### config.mk
export PLATFORM = sky130hd
export DESIGN_NAME = sms_pow_engine
export DESIGN_NICKNAME = d
export VERILOG_FILES = /design/src/rtl/gf_tower_pkg.sv /design/src/rtl/gf64_tower_mul.sv /design/src/rtl/sms_pow_engine.sv
export SDC_FILE = /design/constraint.sdc
export NUM_CORES = 1
export LEC_CHECK = 0
export ABC_AREA = 1
export CORE_MARGIN = 4
export CORE_UTILIZATION = 59
export DETAILED_ROUTE_END_ITERATION = 10
export GPL_TIMING_DRIVEN = 0
export PLACE_DENSITY = 0.81
export SYNTH_ARGS = -nofsm -noshare
export SYNTH_HDL_FRONTEND = slang
export SYNTH_SLANG_ARGS = --single-unit
### constraint.sdc
create_clock -name clk -period 2.36 [get_ports clk]
set_input_delay 0.472 -clock clk [delete_from_list [all_inputs] [get_ports clk]]
set_output_delay 0.472 -clock clk [all_outputs]
set_load 0.03 [all_outputs]
### src/rtl/gf_tower_pkg.sv
// GF(2^6) arithmetic in the tower GF((2^3)^2): base field GF(8) mod z^3+z+1,
// extension w^2 + w + lambda with lambda = z^2+1, polynomial-basis side mod x^6+x+1.
package gf_tower_pkg;

    localparam int FIELD_W = 6;
    localparam int BASE_W  = 3;

    typedef logic [FIELD_W-1:0] gf64_t;
    typedef logic [BASE_W-1:0]  gf8_t;

    typedef enum logic [1:0] {
        IDLE = 2'd0,
        RUN  = 2'd1,
        DONE = 2'd2
    } state_t;

    // Tower elements are stored as {a, b} meaning a + (a*z^2 + b)*w, so unity is {1, z^2}.
    localparam gf64_t ONE_T      = 6'h0C;
    localparam gf8_t  GF8_LAMBDA = 3'b101;
    localparam gf8_t  GF8_Z2     = 3'b100;

    function automatic gf8_t gf8_mul(input gf8_t a, input gf8_t b);
        logic [4:0] p;
        p[0] = a[0] & b[0];
        p[1] = (a[0] & b[1]) ^ (a[1] & b[0]);
        p[2] = (a[0] & b[2]) ^ (a[1] & b[1]) ^ (a[2] & b[0]);
        p[3] = (a[1] & b[2]) ^ (a[2] & b[1]);
        p[4] = a[2] & b[2];
        return {p[2] ^ p[4], p[1] ^ p[3] ^ p[4], p[0] ^ p[3]};
    endfunction

    function automatic gf8_t gf8_const_mul(input gf8_t a);
        return gf8_mul(a, GF8_LAMBDA);
    endfunction

    function automatic gf8_t gf8_sq(input gf8_t a);
        return {a[1] ^ a[2], a[2], a[0]};
    endfunction

    // Coefficient of w and constant term of a stored tower element.
    function automatic gf8_t tw_hi(input gf64_t t);
        return gf8_mul(t[5:3], GF8_Z2) ^ t[2:0];
    endfunction

    function automatic gf8_t tw_lo(input gf64_t t);
        return t[5:3];
    endfunction

    function automatic gf64_t tw_pack(input gf8_t h, input gf8_t l);
        return {l, h ^ gf8_mul(l, GF8_Z2)};
    endfunction

    function automatic gf64_t gf64_sq(input gf64_t t);
        gf8_t h2;
        h2 = gf8_sq(tw_hi(t));
        return tw_pack(h2, gf8_const_mul(h2) ^ gf8_sq(tw_lo(t)));
    endfunction

    // Column images of the polynomial basis 1, x, ..., x^5.
    function automatic gf64_t iso(input gf64_t x);
        return ({FIELD_W{x[0]}} & 6'h0C) ^ ({FIELD_W{x[1]}} & 6'h37) ^
               ({FIELD_W{x[2]}} & 6'h04) ^ ({FIELD_W{x[3]}} & 6'h20) ^
               ({FIELD_W{x[4]}} & 6'h19) ^ ({FIELD_W{x[5]}} & 6'h3A);
    endfunction

    function automatic gf64_t inv_iso(input gf64_t t);
        return ({FIELD_W{t[0]}} & 6'h23) ^ ({FIELD_W{t[1]}} & 6'h1B) ^
               ({FIELD_W{t[2]}} & 6'h04) ^ ({FIELD_W{t[3]}} & 6'h05) ^
               ({FIELD_W{t[4]}} & 6'h36) ^ ({FIELD_W{t[5]}} & 6'h08);
    endfunction

endpackage

### src/rtl/gf64_tower_mul.sv
// Combinational GF((2^3)^2) multiplier using three GF(8) products (Karatsuba form).
module gf64_tower_mul
    import gf_tower_pkg::*;
(
    input  logic [FIELD_W-1:0] a,
    input  logic [FIELD_W-1:0] b,
    output logic [FIELD_W-1:0] p
);

    gf8_t ah, al, bh, bl;
    gf8_t hh, ll, mm;

    always_comb begin
        ah = tw_hi(a);
        al = tw_lo(a);
        bh = tw_hi(b);
        bl = tw_lo(b);
        hh = gf8_mul(ah, bh);
        ll = gf8_mul(al, bl);
        mm = gf8_mul(ah ^ al, bh ^ bl);
        // w^2 = w + lambda folds the high product into both halves.
        p  = tw_pack(mm ^ ll, gf8_const_mul(hh) ^ ll);
    end

endmodule

### src/rtl/sms_pow_engine.sv
// Multi-lane y = x^e over GF(2^6) by left-to-right square-and-multiply in the tower field,
// one exponent bit per cycle, with valid/ready handshakes on input and output.
module sms_pow_engine
    import gf_tower_pkg::*;
#(
    parameter int LANES   = 1,
    parameter int EXP_W   = 6,
    parameter int FIELD_W = 6
) (
    input  logic                     clk,
    input  logic                     rst_n,
    input  logic                     in_valid,
    output logic                     in_ready,
    input  logic [LANES*FIELD_W-1:0] in_x,
    input  logic [EXP_W-1:0]         in_exp,
    output logic                     out_valid,
    input  logic                     out_ready,
    output logic [LANES*FIELD_W-1:0] out_y,
    output logic                     busy
);

    localparam int CNT_W = (EXP_W > 1) ? $clog2(EXP_W) : 1;

    state_t                   state_q, state_d;
    logic [EXP_W-1:0]         exp_q, exp_d;
    logic [CNT_W-1:0]         cnt_q, cnt_d;
    gf64_t                    acc_q [LANES];
    gf64_t                    acc_d [LANES];
    gf64_t                    base_q[LANES];
    gf64_t                    base_d[LANES];
    gf64_t                    sq_w  [LANES];
    gf64_t                    prod_w[LANES];
    gf64_t                    step_w[LANES];
    logic [LANES*FIELD_W-1:0] out_y_q, out_y_d;
    logic                     exp_bit;

    assign exp_bit = exp_q[cnt_q];

    for (genvar g = 0; g < LANES; g++) begin : g_lane
        assign sq_w[g] = gf64_sq(acc_q[g]);

        gf64_tower_mul u_mul (
            .a(sq_w[g]),
            .b(base_q[g]),
            .p(prod_w[g])
        );

        assign step_w[g] = exp_bit ? prod_w[g] : sq_w[g];
    end

    always_comb begin
        state_d = state_q;
        exp_d   = exp_q;
        cnt_d   = cnt_q;
        out_y_d = out_y_q;
        acc_d   = acc_q;
        base_d  = base_q;
        case (state_q)
            IDLE: begin
                if (in_valid) begin
                    for (int l = 0; l < LANES; l++) begin
                        base_d[l] = iso(in_x[l*FIELD_W +: FIELD_W]);
                        acc_d[l]  = ONE_T;
                    end
                    exp_d   = in_exp;
                    cnt_d   = CNT_W'(EXP_W - 1);
                    state_d = RUN;
                end
            end
            RUN: begin
                for (int l = 0; l < LANES; l++) begin
                    acc_d[l] = step_w[l];
                end
                if (cnt_q == '0) begin
                    for (int l = 0; l < LANES; l++) begin
                        out_y_d[l*FIELD_W +: FIELD_W] = inv_iso(step_w[l]);
                    end
                    state_d = DONE;
                end else begin
                    cnt_d = cnt_q - CNT_W'(1);
                end
            end
            DONE: begin
                if (out_ready) begin
                    state_d = IDLE;
                end
            end
            default: state_d = IDLE;
        endcase
    end

    always_ff @(posedge clk or negedge rst_n) begin
        if (!rst_n) begin
            state_q <= IDLE;
            exp_q   <= '0;
            cnt_q   <= '0;
            out_y_q <= '0;
            for (int l = 0; l < LANES; l++) begin
                acc_q[l]  <= '0;
                base_q[l] <= '0;
            end
        end else begin
            state_q <= state_d;
            exp_q   <= exp_d;
            cnt_q   <= cnt_d;
            out_y_q <= out_y_d;
            for (int l = 0; l < LANES; l++) begin
                acc_q[l]  <= acc_d[l];
                base_q[l] <= base_d[l];
            end
        end
    end

    assign in_ready  = (state_q == IDLE);
    assign out_valid = (state_q == DONE);
    assign busy      = (state_q == RUN) || (state_q == DONE);
    assign out_y     = out_y_q;

endmodule

# ---- Yosys cells after proc, flatten, opt, wreduce, memory -nomap -nowiden
# Index checks and enable logic that the tools add are counted.
dict set report word_totals {
  elab_cells 121
  regBits 29
}
dict set report op_classes {
  magnitude_cmp 1
  mux 12
  n_reduce_logical 9
  addsub 1
  n_eq_ne 6
  bitwise_logic 86
}
# op n
set ops {}
lappend ops {{$xor A1 B1 Y1} 39}
lappend ops {{$xor A3 B3 Y3} 10}
lappend ops {{$and A1 B1 Y1} 27}
lappend ops {{$xor A6 B3 Y6} 3}
lappend ops {{$xor A6 B6 Y6} 3}
lappend ops {{$mux W6} 2}
lappend ops {{$pmux W6 S2} 1}
lappend ops {{$xor A6 B5 Y6} 2}
lappend ops {{$mux W2} 3}
lappend ops {{$mux W3} 2}
lappend ops {{$ne A2 B2 Y1 const B} 3}
lappend ops {{$pmux W2 S3} 1}
lappend ops {{$pmux W3 S2} 1}
lappend ops {{$reduce_and A2 Y1} 3}
lappend ops {{$reduce_and A3 Y1} 2}
lappend ops {{$xor A4 B6 Y6} 1}
lappend ops {{$xor A6 B4 Y6} 1}
lappend ops {{$lt A3 B4 Y1 const B} 1}
lappend ops {{$bmux W1 S3} 1}
lappend ops {{$logic_not A3 Y1} 1}
lappend ops {{$sub A3 B1 Y3 const B} 1}
lappend ops {{$eq A2 B1 Y1 const B} 1}
lappend ops {{$eq A2 B2 Y1 const B} 1}
lappend ops {{$logic_not A2 Y1} 1}
lappend ops {{other kinds (4)} 4}

# ---- Longest topological paths before layout
# Gate-level depths: netlist of run 1.
dict set report logic_depth {
  word_depth 24
  ltp_mapped 24
}

# ---- By module
# A second synthesis of run 1 with hierarchy kept.
dict set report hier_totals {
  hier_cells 459
  hier_area_um2 2834.0
}
# module cells_per_inst seq_area_each_um2 area_per_inst_um2 instances
set by_module_without_submodules {}
lappend by_module_without_submodules {sms_pow_engine 231 725.7 1788.0 1}
lappend by_module_without_submodules {gf64_tower_mul 228 0.0 1046.0 1}

# ---- Worst setup path before layout of run 1
# No wires, ideal clock.
dict set report synth_path {
  kind {reg2reg}
  from {register acc_q[5] (netlist name)}
  to {register out_y_q[0], in the netlist out_y[0]}
  path_slack_ns 0.195
  synth_period_minus_slack_ns 2.165
  setup_time_ns 0.116
  stages_incl_launch_ff 24
  arrival_time_ns 2.048
  cell_sequence {dfrtp_1 -> buf_6 -> inv_4 -> nand2_1 -> nand3_4 -> nand2_8 -> inv_6 -> nand2_2 -> nand2_2 -> nand2_1 -> inv_1 -> nand3_2 -> nand2_2 -> nand2_1 -> nand3_1 -> nand2_1 -> nand2_1 -> nand3_2 -> nand2_1 -> nand2_1 -> nand2_1 -> nand2_1 -> nand2_1 -> nand2_1}
}
dict set report synth_between {
  elab_chain_cells 24
  elab_cells_between_ends 71
  classes_between {1 x mux; 70 x bitwise}
}
# element line_no
set synth_rtl {}
lappend synth_rtl {{from (decl)} sms_pow_engine.sv:27} ;# gf64_t acc_q [LANES];
lappend synth_rtl {{from (signal, indexed assignment)} sms_pow_engine.sv:108} ;# acc_q[l] <= acc_d[l];
lappend synth_rtl {{$xor A1 B1 Y1, on equally long branches} {gf_tower_pkg.sv:29, gf_tower_pkg.sv:37}}
lappend synth_rtl {{$xor A3 B3 Y3} gf_tower_pkg.sv:42} ;# return gf8_mul(t[5:3], GF8_Z2) ^ t[2:0];
lappend synth_rtl {{$xor A1 B1 Y1} gf_tower_pkg.sv:37} ;# return {a[1] ^ a[2], a[2], a[0]};
lappend synth_rtl {{$xor A1 B1 Y1} gf_tower_pkg.sv:26} ;# p[2] = (a[0] & b[2]) ^ (a[1] & b[1]) ^ (a[2] & b[0]);
lappend synth_rtl {{$xor A1 B1 Y1} gf_tower_pkg.sv:29} ;# return {p[2] ^ p[4], p[1] ^ p[3] ^ p[4], p[0] ^ p[3]};
lappend synth_rtl {{$xor A3 B3 Y3} gf_tower_pkg.sv:56} ;# return tw_pack(h2, gf8_const_mul(h2) ^ gf8_sq(tw_lo(t)));
lappend synth_rtl {{$xor A1 B1 Y1} gf_tower_pkg.sv:29}
lappend synth_rtl {{$xor A3 B3 Y3} gf_tower_pkg.sv:50} ;# return {l, h ^ gf8_mul(l, GF8_Z2)};
lappend synth_rtl {{[... 8 more ...]} --}
lappend synth_rtl {{$xor A1 B1 Y1} gf_tower_pkg.sv:29}
lappend synth_rtl {{$xor A3 B3 Y3} gf_tower_pkg.sv:50}
lappend synth_rtl {{$mux W6 *} sms_pow_engine.sv:48} ;# assign step_w[g] = exp_bit ? prod_w[g] : sq_w[g];
lappend synth_rtl {{$xor A6 B5 Y6} gf_tower_pkg.sv:67} ;# return ({FIELD_W{t[0]}} & 6'h23) ^ ({FIELD_W{t[1]}} & 6'h1B) ^
lappend synth_rtl {{$xor A6 B3 Y6} gf_tower_pkg.sv:67}
lappend synth_rtl {{$xor A6 B3 Y6 *} gf_tower_pkg.sv:68} ;# ({FIELD_W{t[2]}} & 6'h04) ^ ({FIELD_W{t[3]}} & 6'h05) ^
lappend synth_rtl {{$xor A6 B6 Y6 *} gf_tower_pkg.sv:68}
lappend synth_rtl {{$xor A6 B4 Y6 *} gf_tower_pkg.sv:69} ;# ({FIELD_W{t[4]}} & 6'h36) ^ ({FIELD_W{t[5]}} & 6'h08);
lappend synth_rtl {{to (signal assigned)} sms_pow_engine.sv:106} ;# out_y_q <= out_y_d;
lappend synth_rtl {{to (decl)} sms_pow_engine.sv:34} ;# logic [LANES*FIELD_W-1:0] out_y_q, out_y_d;
# Mark *: on every way between the ends. The rest lies on a longest branch, timed or not.
# A chain may end at the register's enable or synchronous reset.

# ---- Worst setup path after layout of run 1
dict set report layout_path {
  from {register base_q[4] (netlist name)}
  to {register out_y_q[4], in the netlist out_y[4]}
}
dict set report layout_between {
  elab_chain_cells 17
  elab_cells_between_ends 41
  classes_between {1 x mux; 40 x bitwise}
}
# element line_no
set layout_rtl {}
lappend layout_rtl {{from (decl)} sms_pow_engine.sv:29} ;# gf64_t base_q[LANES];
lappend layout_rtl {{from (signal, indexed assignment)} sms_pow_engine.sv:109} ;# base_q[l] <= base_d[l];
lappend layout_rtl {{$xor A1 B1 Y1} gf_tower_pkg.sv:29}
lappend layout_rtl {{$xor A3 B3 Y3} gf_tower_pkg.sv:42}
lappend layout_rtl {{$and A1 B1 Y1} gf_tower_pkg.sv:26}
lappend layout_rtl {{$xor A1 B1 Y1 (2 in series)} gf_tower_pkg.sv:26}
lappend layout_rtl {{$xor A1 B1 Y1} gf_tower_pkg.sv:29}
lappend layout_rtl {{$xor A1 B1 Y1} gf_tower_pkg.sv:26}
lappend layout_rtl {{$xor A1 B1 Y1} gf_tower_pkg.sv:29}
lappend layout_rtl {{$xor A3 B3 Y3} gf64_tower_mul.sv:22} ;# p = tw_pack(mm ^ ll, gf8_const_mul(hh) ^ ll);
lappend layout_rtl {{$xor A1 B1 Y1} gf_tower_pkg.sv:29}
lappend layout_rtl {{$xor A3 B3 Y3} gf_tower_pkg.sv:50}
lappend layout_rtl {{$mux W6 *} sms_pow_engine.sv:48}
lappend layout_rtl {{$xor A6 B5 Y6} gf_tower_pkg.sv:67}
lappend layout_rtl {{$xor A6 B3 Y6} gf_tower_pkg.sv:67}
lappend layout_rtl {{$xor A6 B3 Y6} gf_tower_pkg.sv:68}
lappend layout_rtl {{$xor A6 B6 Y6 *} gf_tower_pkg.sv:68}
lappend layout_rtl {{$xor A6 B4 Y6 *} gf_tower_pkg.sv:69}
# Marks and branches as above.

==> impl_metrics.env, run 1 <==
export IMPL_cp_slowest_cell="dfrtp_1"
export IMPL_critPathArrivalTime_ns=2.79
export IMPL_grt_pass1_wl_mm=13.2
export IMPL_clk_latency_ns=0.28
export IMPL_drc=0
export IMPL_tns_ns=-1.76
export IMPL_max_freq_mhz=379
export IMPL_crit_path_start_kind="flop"
export IMPL_place_ws_ns=-0.214
export IMPL_rsz0062_at_grt="true"
export IMPL_final_common_cell="nand2_1"
export IMPL_slew_headroom=0.519
export IMPL_finalWirelength_mm=9.23
export IMPL_synthCells=467
export IMPL_initial_utilization=0.609
export IMPL_die_w_um=77.6
export IMPL_gp_congestion=0.894
export IMPL_layout_min_cycle_time_ns=2.64
export IMPL_drive_gt1_frac=0.372
export IMPL_post_synth_num_cell_types=36
export IMPL_reg2reg_depth=18
export IMPL_netlist_top_cells_area="dfrtp_1, nand2_1, nand3_1, inv_1, o21ai_0"
export IMPL_finalClockSkew_ns=0.00836
export IMPL_htree_levels=2
export IMPL_viasPerCell=5.82
export IMPL_gr_total_overflow=0
export IMPL_fin_ws_ns=-0.278
export IMPL_die_h_um=77.6
export IMPL_yosysTopAreaCellShare=0.254
export IMPL_syn_to_final_growth_pct=42.1
export IMPL_crit_type="flop to flop"
export IMPL_syn_area_sq_um=2860
export IMPL_critPathMostFrequentCell="nand2_1"
export IMPL_synth_warnings=0
export IMPL_hold_viol=0
export IMPL_critPathRequiredTime_ns=2.51
export IMPL_root_buffer="clkbuf_8"
export IMPL_timing_rr_start="base_q[4]$_DFFE_PN0P_"
export IMPL_num_rows=25
export IMPL_layout_common_cells="nand2_1, nand2_2, inv_1"
export IMPL_synth_largest_area_cell="dfrtp_1"
export IMPL_grt_pass1_vias=3085
export IMPL_core_sq_um=4690
export IMPL_antenna_found_initial=0
export IMPL_ios=25
export IMPL_crit_fanout=7
export IMPL_synth_seq_cells=29
export IMPL_crit_path_start="base_q[4]$_DFFE_PN0P_"
export IMPL_hold_class="primary input to asynchronous set/reset pin"
export IMPL_violations="setup timing"
export IMPL_max_cap_violations=0
export IMPL_finalCritPeriodShare=1.12
export IMPL_critical_path_endpoint_type="flop"
export IMPL_tightestPinTransition_ns=0.721
export IMPL_ant_nets=0
export IMPL_cts_sinks=29
export IMPL_cts_clk_slew_worst_paths_ns=0.06
export IMPL_numCtsBuffers=5
export IMPL_wire_per_inst_um=15.8
export IMPL_status="complete, but fails checks"
export IMPL_cts_max_path_buffers=2
export IMPL_critical_path_top_delay_family="simple AND/OR/NAND/NOR gates"
export IMPL_grt_max_degree=30
export IMPL_dr_pass1_iters=7
export IMPL_drv_slew=0
export IMPL_nets=550
export IMPL_place_hpwl_mm=5.36
export IMPL_final_setup_viol_count=10
export IMPL_synth_nets=488
export IMPL_cts_tree="yes"
export IMPL_insertedDiodeCount=0
export IMPL_numPortBuffers=24
export IMPL_drt_initial_drc_count=175
export IMPL_ys_seq_area_frac=0.254
export IMPL_crit_chain="or2_2, nand2_4, xor2_1, inv_1, nand2_1, nand2_1, nand2_1, inv_1, nand3_1, nand2_1, nand2_1, nand2_1, nand2_1, nand3_2, nand2_4, a21oi_2, o21ai_1, nand2_1"
export IMPL_via_count=3394
export IMPL_worst_path_buf_inv=2
export IMPL_critPathMaxStageDelay_ns=0.43
export IMPL_gr_usage_all_layers=0.268
export IMPL_syn_mean_instance_area_sq_um=6.11
export IMPL_die_area_sq_um=6020
export IMPL_cp_depth=18
[state kept, by name, summed over array words and instances, names as in the netlist]
name	flops
exp_q	6
out_y	6
base_q	6
state_q	2
acc_q	6
cnt_q	3
[routing by layer]
layer	track usage	share of wire	vias to the layer above
li1	-	-	1608
met1	0.301	0.39	1599
met2	0.489	0.51	144
met3	0.0371	0.049	43
met4	0.137	0.051	0
met5	0	0	-
[cells in the mapped netlist (all sizes together)]
| library cell | count |
|---|---|
| nand3b | 1 |
| or2 | 2 |
| o21ai | 23 |
| a21oi | 6 |
| xor2 | 9 |
| nor3 | 1 |
| dfrtp | 29 |
| o32ai | 1 |
| o21a | 1 |
| nand3 | 71 |
| a221o | 1 |
| o221ai | 1 |
| nand2 | 212 |
| clkbuf | 2 |
| nand4 | 3 |
| nor2 | 17 |
| xnor2 | 4 |
| buf | 4 |
| o22ai | 5 |
| ha | 5 |
| a22oi | 2 |
| inv | 67 |
[path summary, 6_finish.rpt]
kind | end | slack [ns]
max in group asynchronous | acc_q[3]$_DFFE_PN0P_ | 1.70
worst max-delay path | out_y[4]$_DFFE_PN0P_ | -0.28
worst min register to register | out_y[2]$_DFFE_PN0P_ | 0.48
min in group clk | out_y[2]$_DFFE_PN0P_ | 0.48
worst max register to register | out_y[4]$_DFFE_PN0P_ | -0.28
worst min-delay path | out_y[5]$_DFFE_PN0P_ | 0.21
[cell families after synthesis]
logic type,share of synthesized area
compound gates,0.0806
xor+xnor,0.0399
fa+ha+maj,0.0219
buf+inv,0.106
flops,0.254
simple gates,0.498
[area by class of cell]
class / count / area, sq um
tap: 54 / 67.6
fill: 259 / 634
multi-input combinational: 365 / 2380
clock buffer: 7 / 86.3
inverter: 67 / 279
timing repair buffer: 55 / 472
buffer: 6 / 48.8
sequential: 29 / 728
[metrics by stage]
stage	cell area, sq um	util	std cells	hold WS, ns
finish	4060	0.865	583	0.213
global route	4060	0.865	583	0.254
CTS	3690	0.786	569	0.487
detailed placement	3160	0.674	545	0.467
global placement	3160	0.674	545	0.466
floorplan	2860	-	467	0.176
[what timing repair did]
item,4_1_cts,5_1_grt
setup buffers,17,14
hold buffers,0,0
pin swaps,30,52
gates resized for setup,84,75
setup endpoints to repair,6,12
Power of run 1 is not shown: default switching activity piles up to over one toggle a cycle in this logic, so the estimate is an artifact.
==> run 2: changes to the inputs <==
--- a/config.mk
+++ b/config.mk
@@ -10,7 +10,7 @@
 export CORE_UTILIZATION = 59
 export DETAILED_ROUTE_END_ITERATION = 10
 export GPL_TIMING_DRIVEN = 0
-export PLACE_DENSITY = 0.81
+export PLACE_DENSITY = 0.78
 export SYNTH_ARGS = -nofsm -noshare
 export SYNTH_HDL_FRONTEND = slang
 export SYNTH_SLANG_ARGS = --single-unit
==> run 2 against run 1 <==
  * The flow still finishes with violations (setup timing)
  * Register-to-register slack lost 0.03 ns
  * Hold slack improved by 0.0081 ns
  * Cell count is 0.69% lower
  * Critical path depth is 1 higher
  * Die area stayed put
  * Clock skew decreased by 0.0069 ns
  * Utilization grew 0.93 points
  * Largest cell class unchanged
==> impl_metrics.env, run 2 (synthesis gave the netlist of run 1 again) <==
export IMPL_status="complete, but fails checks"
export IMPL_violations="setup timing"
export IMPL_grt_pass1_vias=3078
export IMPL_hold_viol=0
export IMPL_hold_buffers=0
export IMPL_final_common_cell="nand2_1"
export IMPL_dp_cells=545
export IMPL_ios=25
export IMPL_critical_path_endpoint_type="flop"
export IMPL_numCtsBuffers=5
export IMPL_max_cap_violations=0
export IMPL_clk_latency_ns=0.28
export IMPL_fin_ws_ns=-0.303
export IMPL_num_rows=25
export IMPL_cts_sinks=29
export IMPL_die_h_um=77.6
export IMPL_drv_slew=0
export IMPL_tightestPinTransition_ns=0.667
export IMPL_drive_gt1_frac=0.381
export IMPL_crit_type="flop to flop"
export IMPL_syn_to_final_growth_pct=43.6
export IMPL_critPathArrivalTime_ns=2.88
export IMPL_nets=545
export IMPL_cp_slowest_cell="dfrtp_2"
export IMPL_r2r_slack_ns=-0.30
export IMPL_layout_common_cells="nand2_1, nand2_2, inv_1"
export IMPL_grt_pass1_wl_mm=13.3
export IMPL_gr_usage_all_layers=0.275
export IMPL_cts_clk_slew_worst_paths_ns=0.06
export IMPL_core_sq_um=4690
export IMPL_htree_levels=2
export IMPL_initial_utilization=0.609
export IMPL_finalCritPeriodShare=1.13
export IMPL_crit_path_start_kind="flop"
export IMPL_root_buffer="clkbuf_8"
export IMPL_via_count=3526
export IMPL_numPortBuffers=24
export IMPL_place_hpwl_mm=5.39
export IMPL_finalClockSkew_ns=0.00150
export IMPL_cts_tree="yes"
export IMPL_die_area_sq_um=6020
export IMPL_layout_min_cycle_time_ns=2.66
export IMPL_die_w_um=77.6
export IMPL_drt_initial_drc_count=350
export IMPL_hold_class="primary input to asynchronous set/reset pin"
export IMPL_insertedDiodeCount=0
export IMPL_max_freq_mhz=375
export IMPL_slew_headroom=0.556
export IMPL_critPathRequiredTime_ns=2.58
export IMPL_rsz0062_at_grt="true"
export IMPL_cts_max_path_buffers=2
export IMPL_grt_max_degree=30
export IMPL_antenna_found_initial=0
export IMPL_critPathMaxStageDelay_ns=0.46
export IMPL_viasPerCell=6.09
export IMPL_crit_fanout=7
export IMPL_ant_nets=0
export IMPL_gp_congestion=0.861
export IMPL_crit_chain="or2_2, nand2_4, xor2_1, inv_1, nand2_1, nand2_1, nand2_1, inv_1, nand3_1, nand2_2, nand2_2, nand2_1, nand2_1, nand3_2, nand2_4, inv_2, o21ai_1, nand2_1, nand2_1"
export IMPL_finalWirelength_mm=10.3
export IMPL_critPathMostFrequentCell="nand2_1"
export IMPL_fillerInstances=246
export IMPL_wire_per_inst_um=17.7
export IMPL_dr_pass1_iters=5
export IMPL_final_setup_viol_count=11
export IMPL_drc=0
export IMPL_gr_total_overflow=0
export IMPL_finalNonFillerCells=579
run 2: changes by cell type in the layout (fill, tap and decap cells not counted), moves of 3 or more:
cell | before | now
xor2_2 | 0 | 3
inv_1 | 51 | 47
buf_4 | 31 | 23
xor2_1 | 9 | 6
inv_2 | 10 | 15
run 2: final cells by class:
type	count	area, sq um	area share
multi-input combinational	365	2410	0.588
buffer	6	45.0	0.0110
timing repair buffer	50	454	0.111
sequential	29	729	0.178
clock buffer	7	86.3	0.0210
inverter	67	277	0.0674
tap	54	67.6	0.0165
clock inverter	1	30.0	0.00732
run 2: path summary, 6_finish.rpt:
check / startpoint / endpoint / cells after the start
max in group asynchronous: rst_n / acc_q[4]$_DFFE_PN0P_ / 1
worst max-delay path: base_q[4]$_DFFE_PN0P_ / out_y[0]$_DFFE_PN0P_ / 19
worst min register to register: out_y[4]$_DFFE_PN0P_ / out_y[4]$_DFFE_PN0P_ / 2
min in group clk: out_y[4]$_DFFE_PN0P_ / out_y[4]$_DFFE_PN0P_ / 2
worst min-delay path: rst_n / out_y[5]$_DFFE_PN0P_ / 1
worst max register to register: base_q[4]$_DFFE_PN0P_ / out_y[0]$_DFFE_PN0P_ / 19
run 2: what timing repair did:
item,4_1_cts,5_1_grt
resized for setup,74,94
pin swaps,28,61
buffers inserted,14,12
setup endpoints to repair,6,13
run 2: stage by stage:
stage,TNS (ns),hold slack [ns],utilization,setup slack [ns],cell area (sq um)
3_5_place_dp,-0.502,0.461,0.674,-0.191,3160
2_1_floorplan,0,0.176,-,0.195,2860
4_1_cts,-0.0845,0.480,0.776,-0.0802,3640
5_1_grt,-3.82,0.252,0.874,-0.414,4100
6_report,-2.46,0.221,0.874,-0.303,4100
3_3_place_gp,-0.248,0.458,0.674,-0.111,3160
run 2: worst max-delay path: cells and delay by family, from the launching register on:
family / cells / cell delay (ns)
buffers and inverters: 3 / 0.24
XOR/XNOR: 1 / 0.24
AO/OA/AOI/OAI: 1 / 0.13
flip-flops: 1 / 0.46
AND/OR/NAND/NOR: 14 / 1.53
run 2: per-layer routing:
layer / global-route usage / share of wire / vias to the layer above
met2: 0.491 / 0.50 / 217
met3: 0.0452 / 0.068 / 68
met1: 0.306 / 0.36 / 1639
li1: - / - / 1602
met5: 0 / 0 / -
met4: 0.158 / 0.067 / 0
Power of run 2 is left out for the same reason.
==> run 3: changes to the inputs <==
--- a/config.mk
+++ b/config.mk
@@ -5,12 +5,11 @@
 export SDC_FILE = /design/constraint.sdc
 export NUM_CORES = 1
 export LEC_CHECK = 0
-export ABC_AREA = 1
 export CORE_MARGIN = 4
-export CORE_UTILIZATION = 59
+export CORE_UTILIZATION = 58
 export DETAILED_ROUTE_END_ITERATION = 10
 export GPL_TIMING_DRIVEN = 0
-export PLACE_DENSITY = 0.78
+export PLACE_DENSITY = 0.81
 export SYNTH_ARGS = -nofsm -noshare
 export SYNTH_HDL_FRONTEND = slang
 export SYNTH_SLANG_ARGS = --single-unit
==> run 3 against run 2 <==
  * Die area fell by 4.2%
  * Global-route usage is 5.1 points lower
  * Setup slack lost 0.16 ns
  * Synthesized cell count fell by 37%
  * The flow still finishes with violations (setup timing)
  * Sequential share of layout area grew 2.0 points
  * Cell count is 31% lower
  * Maximum frequency decreased by 5.8%
  * Largest cell class unchanged
  * Highest routed layer unchanged
  * Critical endpoint is now out_y[2]$_DFFE_PN0P_
  * Critical path type unchanged
  * First-iteration DRC count fell by 46%
==> impl_metrics.env, run 3 <==
export IMPL_insertedDiodeCount=0
export IMPL_ant_nets=0
export IMPL_drive_gt1_frac=0.303
export IMPL_syn_mean_instance_area_sq_um=9.07
export IMPL_gr_usage_all_layers=0.224
export IMPL_finalWirelength_mm=7.73
export IMPL_syn_to_final_growth_pct=37.7
export IMPL_max_cap_violations=0
export IMPL_crit_fanout=6
export IMPL_met1_length_mm=3.13
export IMPL_wire_per_inst_um=19.2
export IMPL_ys_seq_area_frac=0.271
export IMPL_post_synth_num_cell_types=55
export IMPL_synth_ff_type="dfrtp_1"
export IMPL_root_buffer="clkbuf_8"
export IMPL_synth_most_common_cell="nand2_1"
export IMPL_layout_min_cycle_time_ns=2.83
export IMPL_synthCells=295
export IMPL_drv_slew=0
export IMPL_final_setup_viol_count=12
export IMPL_cts_tree="yes"
export IMPL_max_freq_mhz=354
export IMPL_layout_common_cells="nand2_1, dfrtp_1, o21ai_0"
export IMPL_hold_class="primary input to asynchronous set/reset pin"
export IMPL_crit_path_start_kind="flop"
export IMPL_htree_levels=2
export IMPL_grt_pass1_vias=2110
export IMPL_place_hpwl_mm=4.44
export IMPL_synth_edff_count=0
export IMPL_clk_latency_ns=0.29
export IMPL_nets=370
export IMPL_drt_initial_drc_count=190
export IMPL_numCtsBuffers=5
export IMPL_antenna_found_initial=0
export IMPL_viasPerCell=6.20
export IMPL_finalClockSkew_ns=0.0182
export IMPL_crit_type="flop to flop"
export IMPL_synth_largest_area_cell="dfrtp_1"
export IMPL_r2r_slack_ns=-0.47
export IMPL_numPortBuffers=24
export IMPL_dr_pass1_iters=5
export IMPL_tns_ns=-3.75
export IMPL_drc=0
export IMPL_tightestPinTransition_ns=0.644
export IMPL_netlist_top_cells_area="dfrtp_1, xnor2_1, xor2_1, o21ai_0, nand2_1"
export IMPL_initial_utilization=0.606
export IMPL_synthTopCellsByCount="nand2_1, o21ai_0, xnor2_1"
export IMPL_fin_ws_ns=-0.466
export IMPL_slew_headroom=0.568
export IMPL_cts_clk_slew_worst_paths_ns=0.08
export IMPL_die_h_um=75.9
export IMPL_hold_buffers=0
export IMPL_core_sq_um=4410
export IMPL_syn_area_sq_um=2680
export IMPL_final_common_cell="nand2_1"
export IMPL_cts_sinks=29
export IMPL_status="complete, but fails checks"
export IMPL_grt_pass1_wl_mm=10.5
export IMPL_gp_congestion=0.933
export IMPL_top_layer_used="met4"
export IMPL_critPathArrivalTime_ns=3.00
export IMPL_die_w_um=75.9
export IMPL_violations="setup timing"
export IMPL_rsz0062_at_grt="true"
export IMPL_finalCritPeriodShare=1.20
export IMPL_reg2reg_depth=11
export IMPL_met2_wirelength_mm=3.98
export IMPL_synth_seq_cells=29
export IMPL_yosysTopAreaCellShare=0.271
export IMPL_hold_viol=0
export IMPL_die_area_sq_um=5770
export IMPL_num_rows=24
export IMPL_grt_max_degree=30
export IMPL_synth_nets=316
export IMPL_async_flop_share=1.00
export IMPL_fillerInstances=251
export IMPL_cts_max_path_buffers=2
export IMPL_gr_total_overflow=0
export IMPL_critPathRequiredTime_ns=2.53
export IMPL_wl_met3_um=398
export IMPL_ios=25
export IMPL_synth_warnings=0
export IMPL_critical_path_endpoint_type="flop"
export IMPL_via_count=2494
[run 3: cell types whose count changed after synthesis, moves of 10 or more]
cell / before / now
inv_1: 56 / 8
nand2_1: 191 / 32
nand2_2: 15 / 0
nand3_1: 65 / 2
o21ai_0: 21 / 31
xnor2_1: 4 / 31
xor2_1: 9 / 21
[run 3: repair_timing]
item	in CTS	in global routing
pin swaps	8	16
gates resized for setup	14	43
setup endpoints to repair	11	12
setup buffers	11	13
[run 3: area by class of cell]
cell class / count / area [sq um] / share of cell area
plain buffers: 19 / 139 / 0.0377
clock buffers: 7 / 86.3 / 0.0234
clock inverters: 1 / 30.0 / 0.00815
inverters: 8 / 30.0 / 0.00815
multi-input cells: 238 / 2180 / 0.590
flip-flops and latches: 29 / 728 / 0.198
well taps: 52 / 65.1 / 0.0177
repair buffers: 48 / 432 / 0.117
[run 3: cells by family after synthesis]
group           count (synthesis)  synth area share
compound gates                 80             0.196
xor+xnor                       63             0.263
fa+ha+maj                       5            0.0234
buf+inv                        28            0.0570
flops                          29             0.271
mux                            16            0.0697
simple gates                   74             0.120
[run 3: per-stage QoR]
stage	cell area, sq um	hold WS (ns)	std cells	setup slack, ns	util
2_1_floorplan	2740	0.176	295	-0.234	-
3_3_place_gp	3040	0.461	371	-0.470	0.690
3_5_place_dp	3040	0.474	371	-0.519	0.690
4_1_cts	3340	0.489	390	-0.382	0.756
5_1_grt	3690	0.254	402	-0.572	0.835
6_report	3690	0.196	402	-0.466	0.835
[run 3: layer usage]
metal  vias to the layer above  global-route usage
met5                         -                   0
met4                         0              0.0534
met3                        22              0.0403
met2                       119               0.406
met1                      1214               0.271
li1                       1139                   -
[run 3: critical path: stages, from the launching register on]
cell and delay, ns:
dfrtp_1 0.38, buf_6 0.15, xnor2_4 0.23, buf_4 0.17
xnor2_2 0.12, a221oi_2 0.54, xnor2_4 0.20, o311ai_0 0.39
a31oi_1 0.09, a31oi_1 0.20, xor2_1 0.17, o21ai_1 0.08
[run 3: final timing paths]
path,start,to
setup / recovery,acc_q[3]$_DFFE_PN0P_,out_y[2]$_DFFE_PN0P_
hold / removal,rst_n,out_y[2]$_DFFE_PN0P_
setup reg to reg,acc_q[3]$_DFFE_PN0P_,out_y[2]$_DFFE_PN0P_
hold reg to reg,out_y[1]$_DFFE_PN0P_,out_y[1]$_DFFE_PN0P_
max in group asynchronous,rst_n,base_q[0]$_DFFE_PN0P_
min in group clk,out_y[1]$_DFFE_PN0P_,out_y[1]$_DFFE_PN0P_
Power of run 3 is left out for the same reason.
